File: src/rtl/ex_pkg.sv
// ex_pkg: shared ALU opcodes, multiplier state encoding and EX/MEM payload type
package ex_pkg;
  localparam logic [3:0] ALU_ADD = 4'b0010;
  localparam logic [3:0] ALU_SUB = 4'b0110;
  localparam logic [3:0] ALU_AND = 4'b0000;
  localparam logic [3:0] ALU_OR  = 4'b0001;
  localparam logic [3:0] ALU_MUL = 4'b1111;
  typedef enum logic [1:0] {IDLE, BUSY, DONE} mul_state_t;
  typedef struct packed {
    logic        valid;
    logic [31:0] result;
    logic [31:0] store_data;
    logic [4:0]  rd_addr;
    logic [1:0]  mem;
    logic        wb;
  } exmem_t;
  localparam exmem_t EXMEM_BUBBLE = '0;
endpackage

File: src/rtl/ex_stage_if.sv
// ex_stage_if: ID/EX inputs, stall and EX/MEM outputs of the execute stage
interface ex_stage_if;
  logic        valid_i;
  logic [31:0] val1_i;
  logic [31:0] val2_i;
  logic [31:0] store_data_i;
  logic [3:0]  alu_ctrl_i;
  logic [4:0]  rd_addr_i;
  logic [1:0]  mem_i;
  logic        wb_i;
  logic        stall_o;
  logic        valid_o;
  logic [31:0] alu_result_o;
  logic [31:0] store_data_o;
  logic [4:0]  rd_addr_o;
  logic [1:0]  mem_o;
  logic        wb_o;
  modport master (
    output valid_i, val1_i, val2_i, store_data_i, alu_ctrl_i, rd_addr_i, mem_i, wb_i,
    input  stall_o, valid_o, alu_result_o, store_data_o, rd_addr_o, mem_o, wb_o
  );
  modport slave (
    input  valid_i, val1_i, val2_i, store_data_i, alu_ctrl_i, rd_addr_i, mem_i, wb_i,
    output stall_o, valid_o, alu_result_o, store_data_o, rd_addr_o, mem_o, wb_o
  );
endinterface

File: src/rtl/ex_stage_iter_mul.sv
// iter_mul: shift-add multiplier retiring MUL_STEP multiplier bits per busy cycle
module iter_mul import ex_pkg::*; #(
  parameter int MUL_STEP = 1
) (
  input  logic        clk_i,
  input  logic        rst_i,
  input  logic        start,
  input  logic [31:0] a,
  input  logic [31:0] b,
  output logic        busy,
  output logic        done,
  output logic [31:0] product
);
  localparam int K = 32 / MUL_STEP;
  mul_state_t  state, next;
  logic [31:0] acc, mcand, mplier, pp;
  logic [5:0]  count;
  assign busy    = state == BUSY;
  assign done    = state == DONE;
  assign product = acc;
  // sum of the partial products for the low MUL_STEP multiplier bits
  always_comb begin
    pp = '0;
    for (int j = 0; j < MUL_STEP; j++) pp = pp + (mplier[j] ? mcand << j : 32'd0);
  end
  // next state: a start in IDLE runs K busy cycles, then one DONE cycle
  always_comb begin
    next = state;
    next = state == IDLE ? (start ? BUSY : IDLE) :
           state == BUSY ? (count == 6'(K - 1) ? DONE : BUSY) : IDLE;
  end
  // state register
  always_ff @(posedge clk_i or negedge rst_i) begin
    if (!rst_i) state <= IDLE;
    else state <= next;
  end
  // operand load on start, accumulate and shift while busy
  always_ff @(posedge clk_i or negedge rst_i) begin
    if (!rst_i) begin
      acc    <= '0;
      mcand  <= '0;
      mplier <= '0;
      count  <= '0;
    end else if (state == IDLE && start) begin
      acc    <= '0;
      mcand  <= a;
      mplier <= b;
      count  <= '0;
    end else if (busy) begin
      acc    <= acc + pp;
      mcand  <= mcand << MUL_STEP;
      mplier <= mplier >> MUL_STEP;
      count  <= count + 6'd1;
    end
  end
endmodule

File: src/rtl/ex_stage.sv
// ex_stage: ALU, optional iterative multiplier (EX_ITER_MUL_EN) and EX/MEM register
module ex_stage import ex_pkg::*; #(
  parameter int MUL_STEP = 1
) (
  input  logic       clk_i,
  input  logic       rst_i,
  ex_stage_if.slave  bus
);
  logic [31:0] a, b, alu_res, mul_res;
  logic        mul_op, stall_int, done;
  exmem_t      q, nxt;
  if (!(MUL_STEP == 1 || MUL_STEP == 2 || MUL_STEP == 4 || MUL_STEP == 8)) begin : g_bad_step
    $error("MUL_STEP must be 1, 2, 4 or 8");
  end
  assign a      = bus.val1_i;
  assign b      = bus.val2_i;
  assign mul_op = bus.alu_ctrl_i == ALU_MUL;
`ifdef EX_ITER_MUL_EN
  logic busy;
  iter_mul #(.MUL_STEP(MUL_STEP)) u_mul (
    .clk_i,
    .rst_i,
    .start   (bus.valid_i && mul_op),
    .a,
    .b,
    .busy,
    .done,
    .product (mul_res)
  );
  assign stall_int = busy || (bus.valid_i && mul_op && !done);
`else
  assign mul_res   = a * b;
  assign stall_int = 1'b0;
  assign done      = 1'b0;
`endif
  assign bus.stall_o = rst_i && stall_int;
  // ALU select and EX/MEM next value: product on DONE, bubble while stalled or idle
  always_comb begin
    alu_res = bus.alu_ctrl_i == ALU_ADD ? a + b :
              bus.alu_ctrl_i == ALU_SUB ? a - b :
              bus.alu_ctrl_i == ALU_AND ? a & b :
              bus.alu_ctrl_i == ALU_OR  ? a | b :
              mul_op                    ? mul_res : 32'd0;
    nxt = done ? {1'b1, mul_res, bus.store_data_i, bus.rd_addr_i, bus.mem_i, bus.wb_i} :
          (!bus.valid_i || stall_int) ? EXMEM_BUBBLE :
          {1'b1, alu_res, bus.store_data_i, bus.rd_addr_i, bus.mem_i, bus.wb_i};
  end
  // EX/MEM pipeline register
  always_ff @(posedge clk_i or negedge rst_i) begin
    if (!rst_i) q <= EXMEM_BUBBLE;
    else q <= nxt;
  end
  assign bus.valid_o      = q.valid;
  assign bus.alu_result_o = q.result;
  assign bus.store_data_o = q.store_data;
  assign bus.rd_addr_o    = q.rd_addr;
  assign bus.mem_o        = q.mem;
  assign bus.wb_o         = q.wb;
endmodule

File: src/flat_wrapper.sv
// flat-port wrapper written by rule: the top's interface ports become plain ports
module ex_stage_flat import ex_pkg::*;
#(
  parameter int MUL_STEP = 1
)
  (clk_i, rst_i, bus_valid_i, bus_val1_i, bus_val2_i, bus_store_data_i, bus_alu_ctrl_i, bus_rd_addr_i, bus_mem_i, bus_wb_i, bus_stall_o, bus_valid_o, bus_alu_result_o, bus_store_data_o, bus_rd_addr_o, bus_mem_o, bus_wb_o);
  ex_stage_if bus_i ();
  input  logic clk_i;
  input  logic rst_i;
  input wire logic [$bits(bus_i.valid_i)-1:0] bus_valid_i;
  input wire logic [$bits(bus_i.val1_i)-1:0] bus_val1_i;
  input wire logic [$bits(bus_i.val2_i)-1:0] bus_val2_i;
  input wire logic [$bits(bus_i.store_data_i)-1:0] bus_store_data_i;
  input wire logic [$bits(bus_i.alu_ctrl_i)-1:0] bus_alu_ctrl_i;
  input wire logic [$bits(bus_i.rd_addr_i)-1:0] bus_rd_addr_i;
  input wire logic [$bits(bus_i.mem_i)-1:0] bus_mem_i;
  input wire logic [$bits(bus_i.wb_i)-1:0] bus_wb_i;
  output wire logic [$bits(bus_i.stall_o)-1:0] bus_stall_o;
  output wire logic [$bits(bus_i.valid_o)-1:0] bus_valid_o;
  output wire logic [$bits(bus_i.alu_result_o)-1:0] bus_alu_result_o;
  output wire logic [$bits(bus_i.store_data_o)-1:0] bus_store_data_o;
  output wire logic [$bits(bus_i.rd_addr_o)-1:0] bus_rd_addr_o;
  output wire logic [$bits(bus_i.mem_o)-1:0] bus_mem_o;
  output wire logic [$bits(bus_i.wb_o)-1:0] bus_wb_o;
  assign bus_i.valid_i = bus_valid_i;
  assign bus_i.val1_i = bus_val1_i;
  assign bus_i.val2_i = bus_val2_i;
  assign bus_i.store_data_i = bus_store_data_i;
  assign bus_i.alu_ctrl_i = bus_alu_ctrl_i;
  assign bus_i.rd_addr_i = bus_rd_addr_i;
  assign bus_i.mem_i = bus_mem_i;
  assign bus_i.wb_i = bus_wb_i;
  assign bus_stall_o = bus_i.stall_o;
  assign bus_valid_o = bus_i.valid_o;
  assign bus_alu_result_o = bus_i.alu_result_o;
  assign bus_store_data_o = bus_i.store_data_o;
  assign bus_rd_addr_o = bus_i.rd_addr_o;
  assign bus_mem_o = bus_i.mem_o;
  assign bus_wb_o = bus_i.wb_o;
  ex_stage #(.MUL_STEP(MUL_STEP)) u_core (.clk_i(clk_i), .rst_i(rst_i), .bus(bus_i));
endmodule
File: config.mk
export PLATFORM = sky130hd
export DESIGN_NAME = ex_stage_flat
export DESIGN_NICKNAME = d
export VERILOG_FILES = /design/src/rtl/ex_pkg.sv /design/src/rtl/ex_stage_if.sv /design/src/rtl/ex_stage_iter_mul.sv /design/src/rtl/ex_stage.sv /design/src/flat_wrapper.sv
export SDC_FILE = /design/constraint.sdc
export NUM_CORES = 1
export LEC_CHECK = 0
export CORE_UTILIZATION = 50
export CTS_CLUSTER_DIAMETER = 30
export CTS_CLUSTER_SIZE = 40
export DETAILED_ROUTE_END_ITERATION = 8
export PLACE_DENSITY = 0.79
export SYNTH_ARGS = -nofsm -noshare
export SYNTH_HDL_FRONTEND = slang
export SYNTH_SLANG_ARGS = --single-unit
File: constraint.sdc
create_clock -name clk_i -period 0.8 [get_ports clk_i]
set_input_delay 0.08 -clock clk_i [delete_from_list [all_inputs] [get_ports clk_i]]
set_output_delay 0.08 -clock clk_i [all_outputs]
set_load 0.05 [all_outputs]
* Word level (Yosys, flattened, before mapping)
Cells that the tools add are included.
** Storage, ports and cells
- Register bits :: 73
- Input bits :: 111
- Output and inout port bits :: 74
- Logic and storage cells :: 22
** Operators by class
- Add/sub/neg operators :: 2
- Multiply operators :: 1
- Equal/unequal tests :: 4
- Muxes and demuxes :: 6
- Bitwise logic cells :: 2
- Reductions and logical operators :: 1
** Operators with widths (count)
- $mux W32 :: 5
- $mux W73 :: 1
- $add A32 B32 Y32 :: 1
- $and A32 B32 Y32 :: 1
- $mul A32 B32 Y32 :: 1
- $or A32 B32 Y32 :: 1
- $sub A32 B32 Y32 :: 1
- $eq A4 B1 Y1 const B :: 1
- $eq A4 B2 Y1 const B :: 1
- $eq A4 B3 Y1 const B :: 1
- $eq A4 B4 Y1 const B :: 1
- $logic_not A4 Y1 :: 1

* Longest topological paths before layout
Gate-level depths: netlist (run 1).
- Depth in word-level cells :: 7
- Depth in mapped cells :: 30
- Depth with buffers taken out :: 27

* Worst setup path before layout (run 1)
Ideal clock, no wire load.
- Path kind :: input to register
- Start :: input bus_val2_i[4]
- End :: register u_core.q, in the netlist u_core.bus.alu_result_o[30]
- Data arrival time :: 7.122 ns
- Required time :: 0.676 ns
- Setup slack :: -6.446 ns
- Stages :: 27
- Path buffers :: 2
- Cells stage by stage :: clkbuf_1 > clkinv_1 > clkbuf_1 > nor2_1 > fa_1 > inv_1 > fa_1 > fa_1 > fa_1 > inv_1 > fa_1 > inv_1 > fa_1 > inv_1 > fa_1 > fa_1 > ha_1 > a21oi_1 > nor2_1 > or4_1 > a221oi_2 > o31ai_2 > a2111oi_4 > mux2i_1 > a21oi_1 > a21oi_1 > o31a_1
** RTL lines
- start: declaration :: line flat_wrapper.sv:12 : input wire logic [$bits(bus_i.val2_i)-1:0] bus_val2_i;
- end signal: assignment :: line ex_stage.sv:51 : else q <= nxt;
- end: declaration :: line ex_stage.sv:11 : exmem_t q, nxt;

==> impl_metrics.tcl, run 1 <==
set metrics [dict create \
    outcome "finished, violations left" \
    failed_checks "negative setup slack" \
    grtUsageTotal_pct 45.1 \
    finalWirelength_mm 104 \
    drc 0 \
    finalSetupViolations 105 \
    cts_buffers 9 \
    worstSetupPathType "in -> reg" \
    crit_path_end_kind "register" \
    synth-main-ff-cell "dfrtp_1" \
    die_width_um 211 \
    vias_per_cell 5.90 \
    grt_first_pass_wirelength_mm 146 \
    powerDensity_mw_per_mm2 5210 \
    syn_avg_cell_area_um2 8.46 \
    antenna_found_initial 4 \
    grt_max_degree 44 \
    fin_nets 4064 \
    yosys.area.top_type "fa_1" \
    die_h_um 211 \
    grt_pass1_vias 24300 \
    fp-row-count 76 \
    layout.cells.non_filler 3919 \
    required_ps 1020 \
    rsz0062_at_grt "true" \
    dr_total_vias 23100 \
    yosys-top-cells-area "fa_1, ha_1, dfrtp_1" \
    post-route-util_pct 77.4 \
    finalHoldViolCount 0 \
    clk_path_buf_depth 2 \
    path_clk_slew_ps 60 \
    setup_ws_ps -6210 \
    overflow 0 \
    start_util_pct 50.6 \
    fillers 2845 \
    drive_above_1_share_pct 36.7 \
    synth_fp_nets 3310 \
    root_buffer "clkbuf_16" \
    cp-start-kind "input port" \
    core_area_mm2 0.0430 \
    synth_cells 2571 \
    hold_class "in -> async" \
    htreeDepth 3 \
    synth_area_mm2 0.0218 \
    dieArea_mm2 0.0443 \
    port_buffers 183 \
    fmax_mhz 143 \
    drt_iter0_markers 2400 \
    worstPathMaxFanout 8 \
    slew_viol_final 0 \
    hpwl_mm 77.6 \
    crit_top_cell "fa_1" \
    ys_warn_count 0 \
    whs_ps 181 \
    final.period_utilization_pct 876 \
    wl_per_cell_um 26.6 \
    period_minus_slack_ps 7010 \
    dr.pass1.iters 9 \
    seq_area_frac_synth_pct 8.40 \
    placed_cell_area_mm2 0.0297 \
    place_inst 3780 \
    cts_tree "done" \
    final_antenna_net_count 0 \
    crit_arrival_ps 7230 \
    cp_slowest_stage_delay_ps 590 \
    ys_seq_elements 73 \
    synth_top_area_share_pct 37.7 \
    ys_types 74 \
    final_cell_area_mm2 0.0333 \
    gp_congestion 1.07 \
    ir_worst_vdd_v 0.00655 \
    worst_path_max_delay_cell "fa_1" \
    maxCapViolations 0 \
    numClockSinks 73 \
    p_leak_nw 16.1 \
    async_reset_ff_share_pct 100 \
    tns_ps -166750 \
    worst_slew_pin_slew_ps 585 \
    io_pins 185 \
    syn_to_final_growth_pct 53.0 \
    synth_edf_count 0 \
    relSlewSlack_pct 61.0 \
]
==> worst max-delay path: cells and delay by family <==
family	cells	cell delay, ps
AOI/OAI and AO/OA	8	1610
and+or+nand+nor	2	220
buffers and inverters	9	1260
xor gates and xnor gates	1	130
adders and majority gates	9	3920
==> cell usage in the layout (no fill, tap or decap), drive strengths merged, types with 20 or more instances in the layout <==
master         count
xnor2             88
clkdlybuf4s50     55
nor3              22
clkbuf            20
nand2b            20
nand2            293
fa               410
buf              784
nor2             350
xor2              24
o21ai             62
dfrtp             73
inv              470
a21o              22
a21oi             97
ha               218
and2              46
==> logic make-up (layout without fill, tap and decap cells) <==
| kind of cell | count (synthesis) | in the layout | synth area share (%) |
|---|---|---|---|
| AOI/OAI and AO/OA | 329 | 329 | 10.1 |
| xor gates and xnor gates | 112 | 112 | 4.51 |
| adders and majority gates | 628 | 628 | 50.3 |
| buffers and inverters | 611 | 1370 | 10.6 |
| DFF | 73 | 73 | 8.40 |
| muxes | 7 | 7 | 0.328 |
| other | 1 | 5 | 0.0172 |
| and+or+nand+nor | 810 | 810 | 15.7 |
==> state kept, by name (all words and copies together) (netlist names) <==
signal and count:
u_core.bus.alu_result_o 32, u_core.bus.mem_o 2, u_core.bus.valid_o 1, u_core.bus.wb_o 1, u_core.bus.rd_addr_o 5, u_core.bus.store_data_o 32
==> cells in the mapped netlist, drive strengths merged, types with 14 or more instances <==
| library cell | number |
|---|---|
| a21o | 22 |
| a31oi | 17 |
| nor2b | 15 |
| ha | 218 |
| nor2 | 350 |
| inv | 474 |
| xnor2 | 88 |
| xor2 | 24 |
| nand3 | 18 |
| a21oi | 97 |
| o21ai | 62 |
| nand2b | 20 |
| nand2 | 293 |
| clkinv | 15 |
| dfrtp | 73 |
| clkbuf | 100 |
| buf | 22 |
| nor3 | 22 |
| fa | 410 |
| and2 | 46 |
| o21bai | 14 |
==> stage by stage <==
| stage | setup slack [ps] | power (mW) |
|---|---|---|
| 2_1_floorplan | -5960 | 88.5 |
| 3_3_place_gp | -6890 | 122 |
| 3_5_place_dp | -6970 | 125 |
| 4_1_cts | -5980 | 152 |
| 5_1_grt | -6200 | 179 |
| 6_report | -6210 | 173 |
==> where the power goes <==
group	total (mW)	switching, mW	internal, mW	leakage [nW]
Clock	4.10	1.60	2.50	0.141
Combinational	165	86.7	78.1	15.0
Sequential	4.36	0.308	4.05	0.964
Total	173	88.6	84.7	16.1
==> path summary, 6_finish.rpt <==
path | from | endpoint | slack, ps | depth (start not counted)
max in group asynchronous | rst_i | u_core.bus.store_data_o[29] | 100 | 3
min in group clk_i | bus_valid_i | u_core.bus.valid_o | 200 | 2
setup / recovery | bus_val2_i[2] | u_core.bus.alu_result_o[28] | -6210 | 29
hold / removal | rst_i | u_core.bus.store_data_o[20] | 180 | 2
==> routing by layer <==
| layer | global-route usage [%] | vias to the layer above | share of wire [%] |
|---|---|---|---|
| li1 | - | 9435 | - |
| met1 | 54.2 | 11300 | 33 |
| met2 | 71.3 | 1743 | 44 |
| met3 | 12.0 | 654 | 13 |
| met4 | 30.2 | 6 | 9.4 |
| met5 | 0 | - | 0.15 |
==> final cells by class <==
type / instances / area, um2 / share of cell area (%)
Timing Repair Buffer: 865 / 8620 / 25.9
Clock buffer: 10 / 239 / 0.718
Multi-Input combinational cell: 1887 / 19700 / 59.3
Antenna cell: 4 / 10.0 / 0.0301
Inverter: 489 / 2040 / 6.14
Tap cell: 585 / 732 / 2.20
Sequential cell: 73 / 1830 / 5.49
Clock inverter: 6 / 66.3 / 0.199
==> repair_timing <==
action	in CTS	in global routing
resized for setup	513	265
buffers inserted	95	36
cloned	3	0
hold buffers	1	0
pin swaps	148	149
setup endpoints to repair	112	105
endpoints found under the hold margin	73	0
Power figures use the tool's default switching activity.
==> run 2: changes to the inputs <==
--- a/config.mk
+++ b/config.mk
@@ -10,6 +10,7 @@
 export CTS_CLUSTER_SIZE = 40
 export DETAILED_ROUTE_END_ITERATION = 8
 export PLACE_DENSITY = 0.79
+export REMOVE_ABC_BUFFERS = 1
 export SYNTH_ARGS = -nofsm -noshare
 export SYNTH_HDL_FRONTEND = slang
 export SYNTH_SLANG_ARGS = --single-unit
==> constraint.sdc (replaced) <==
create_clock -name clk_i -period 7.8 [get_ports clk_i]
set_input_delay 0.78 -clock clk_i [delete_from_list [all_inputs] [get_ports clk_i]]
set_output_delay 0.78 -clock clk_i [all_outputs]
set_load 0.05 [all_outputs]
==> run 2 against run 1 <==
- the run ends with design-rule violations left
- worst hold slack improved by 410 ps
- via count down 10%
- clock-buffer cell count unchanged
- non-clock buffer count fell by 348
- die area unchanged
- utilization shrank 13 points
- critical path depth down 4
- sequential cell count did not move
- cell count down 9.0%
- sequential share of layout area grew 1.1 points
- final area down 17%
- first-iteration DRC count is 16% lower
- critical endpoint is now u_core.bus.alu_result_o[26]
==> impl_metrics.tcl, run 2 (synthesis gave the netlist of run 1 again) <==
set metrics [dict create \
    worstSetupPathType "in -> reg" \
    final_common_cell "inv_1" \
    most-common-layout-cells "inv_1, fa_1, nor2_1, nand2_1, buf_4" \
    dr.pass1.iters 9 \
    port_buffers 183 \
    drt_iter0_markers 2011 \
    crit_path_end_kind "register" \
    dr_total_vias 20700 \
    fillers 3684 \
    regArea_mm2 0.00183 \
    syn_to_final_growth_pct 27.1 \
    root_buffer "clkbuf_16" \
    grt_max_degree 74 \
    drc 1 \
    slew_viol_final 0 \
    dieArea_mm2 0.0443 \
    critPathLaunch "bus_val1_i[20]" \
    crit_arrival_ps 7890 \
    final_antenna_net_count 0 \
    required_ps 8000 \
    finalSetupViolations 0 \
    overflow 0 \
    hpwl_mm 72.7 \
    fmax_mhz 130 \
    multi_input_area_mm2 0.0182 \
    hold_class "in -> async" \
    maxCapViolations 0 \
    period_minus_slack_ps 7690 \
    cts.hold.buffers_added 0 \
    final.period_utilization_pct 98.5 \
    die_h_um 211 \
    core_area_mm2 0.0430 \
    gp_congestion 1.06 \
    relSlewSlack_pct 25.1 \
    grt_pass1_vias 21900 \
    worst_slew_pin_slew_ps 1120 \
    fp-row-count 76 \
    cts_tree "done" \
    io_pins 185 \
    place_inst 3517 \
    antenna_found_initial 1 \
    drive_above_1_share_pct 17.4 \
    wl_per_cell_um 24.8 \
    worstPathMaxFanout 7 \
    outcome "finished, violations left" \
    finalHoldViolCount 0 \
    failed_checks "design-rule violations" \
    numClockSinks 73 \
    finalWirelength_mm 88.6 \
    whs_ps 594 \
    layout.cells.non_filler 3568 \
    grt_first_pass_wirelength_mm 133 \
    clk_path_buf_depth 2 \
    path_clk_slew_ps 60 \
    cp-start-kind "input port" \
    fin_nets 3717 \
    vias_per_cell 5.80 \
    die_width_um 211 \
    grtUsageTotal_pct 40.9 \
    diodes 0 \
    start_util_pct 50.6 \
    htreeDepth 3 \
    cts_buffers 9 \
]
## run 2: cell count changes in the layout (fill, tap and decap cells not counted), moves of 44 or more
cell             delta
nor2_1             +47
buf_12             -95
clkdlybuf4s50_1    +97
ha_1               +44
buf_4             -264
buf_6              -48
## run 2: timing repair
action / CTS / global route
setup buffers: 22 / 12
endpoints found under the setup margin: 13 / 14
gates cloned: 1 / 0
resized for setup: 120 / 135
pin swaps: 34 / 72
## run 2: per-stage QoR
stage	TNS [ps]	setup slack, ps	cell area, um2	utilization, %
after floorplan	0	120	21300	-
after global placement	-7080	-758	26300	61.2
after detailed placement	-8490	-755	26300	61.2
after CTS	-33.9	-23.4	27100	63.1
after global routing	-28.4	-12.1	27700	64.3
final	0	115	27700	64.3
## run 2: path summary, 6_finish.rpt
path	end
max	u_core.bus.alu_result_o[26]
max in group asynchronous	u_core.bus.alu_result_o[8]
min in group clk_i	u_core.bus.store_data_o[26]
min	u_core.bus.store_data_o[21]
## run 2: cell type report
| cell class | count | share of cell area (%) |
|---|---|---|
| timing repair inverter | 1 | 0.0271 |
| inverter | 489 | 6.90 |
| sequential | 73 | 6.61 |
| clock inverter | 6 | 0.244 |
| clock buffer | 10 | 0.828 |
| tap | 585 | 2.65 |
| multi-input combinational | 1887 | 65.7 |
| timing repair buffer | 517 | 17.1 |
## run 2: worst max-delay path, stage by stage
cell and delay (ps):
clkdlybuf4s50_1 580, inv_2 100, nor2_2 160, fa_1 460, inv_1 80, fa_1 440
fa_1 510, fa_1 560, inv_1 50, fa_1 460, fa_1 570, fa_1 450
fa_1 550, ha_2 290, buf_4 160, o21a_1 100, o21a_1 190, a221oi_4 290
o31ai_4 170, buf_4 170, buf_4 120, xnor2_1 140, o221ai_1 170, o211ai_1 180
o21ai_0 140
## run 2: routing by layer
metal | GRT usage [%] | up-vias | share of wire [%]
li1 | - | 8736 | -
met1 | 52.3 | 10300 | 37
met2 | 64.0 | 1331 | 45
met3 | 10.1 | 332 | 12
met4 | 21.9 | 2 | 6.4
met5 | 0 | - | 0.015
Power of run 2 is left out: the tool's default activity adds up to more than one toggle a clock period on the data nets, which glitch-free logic cannot reach.
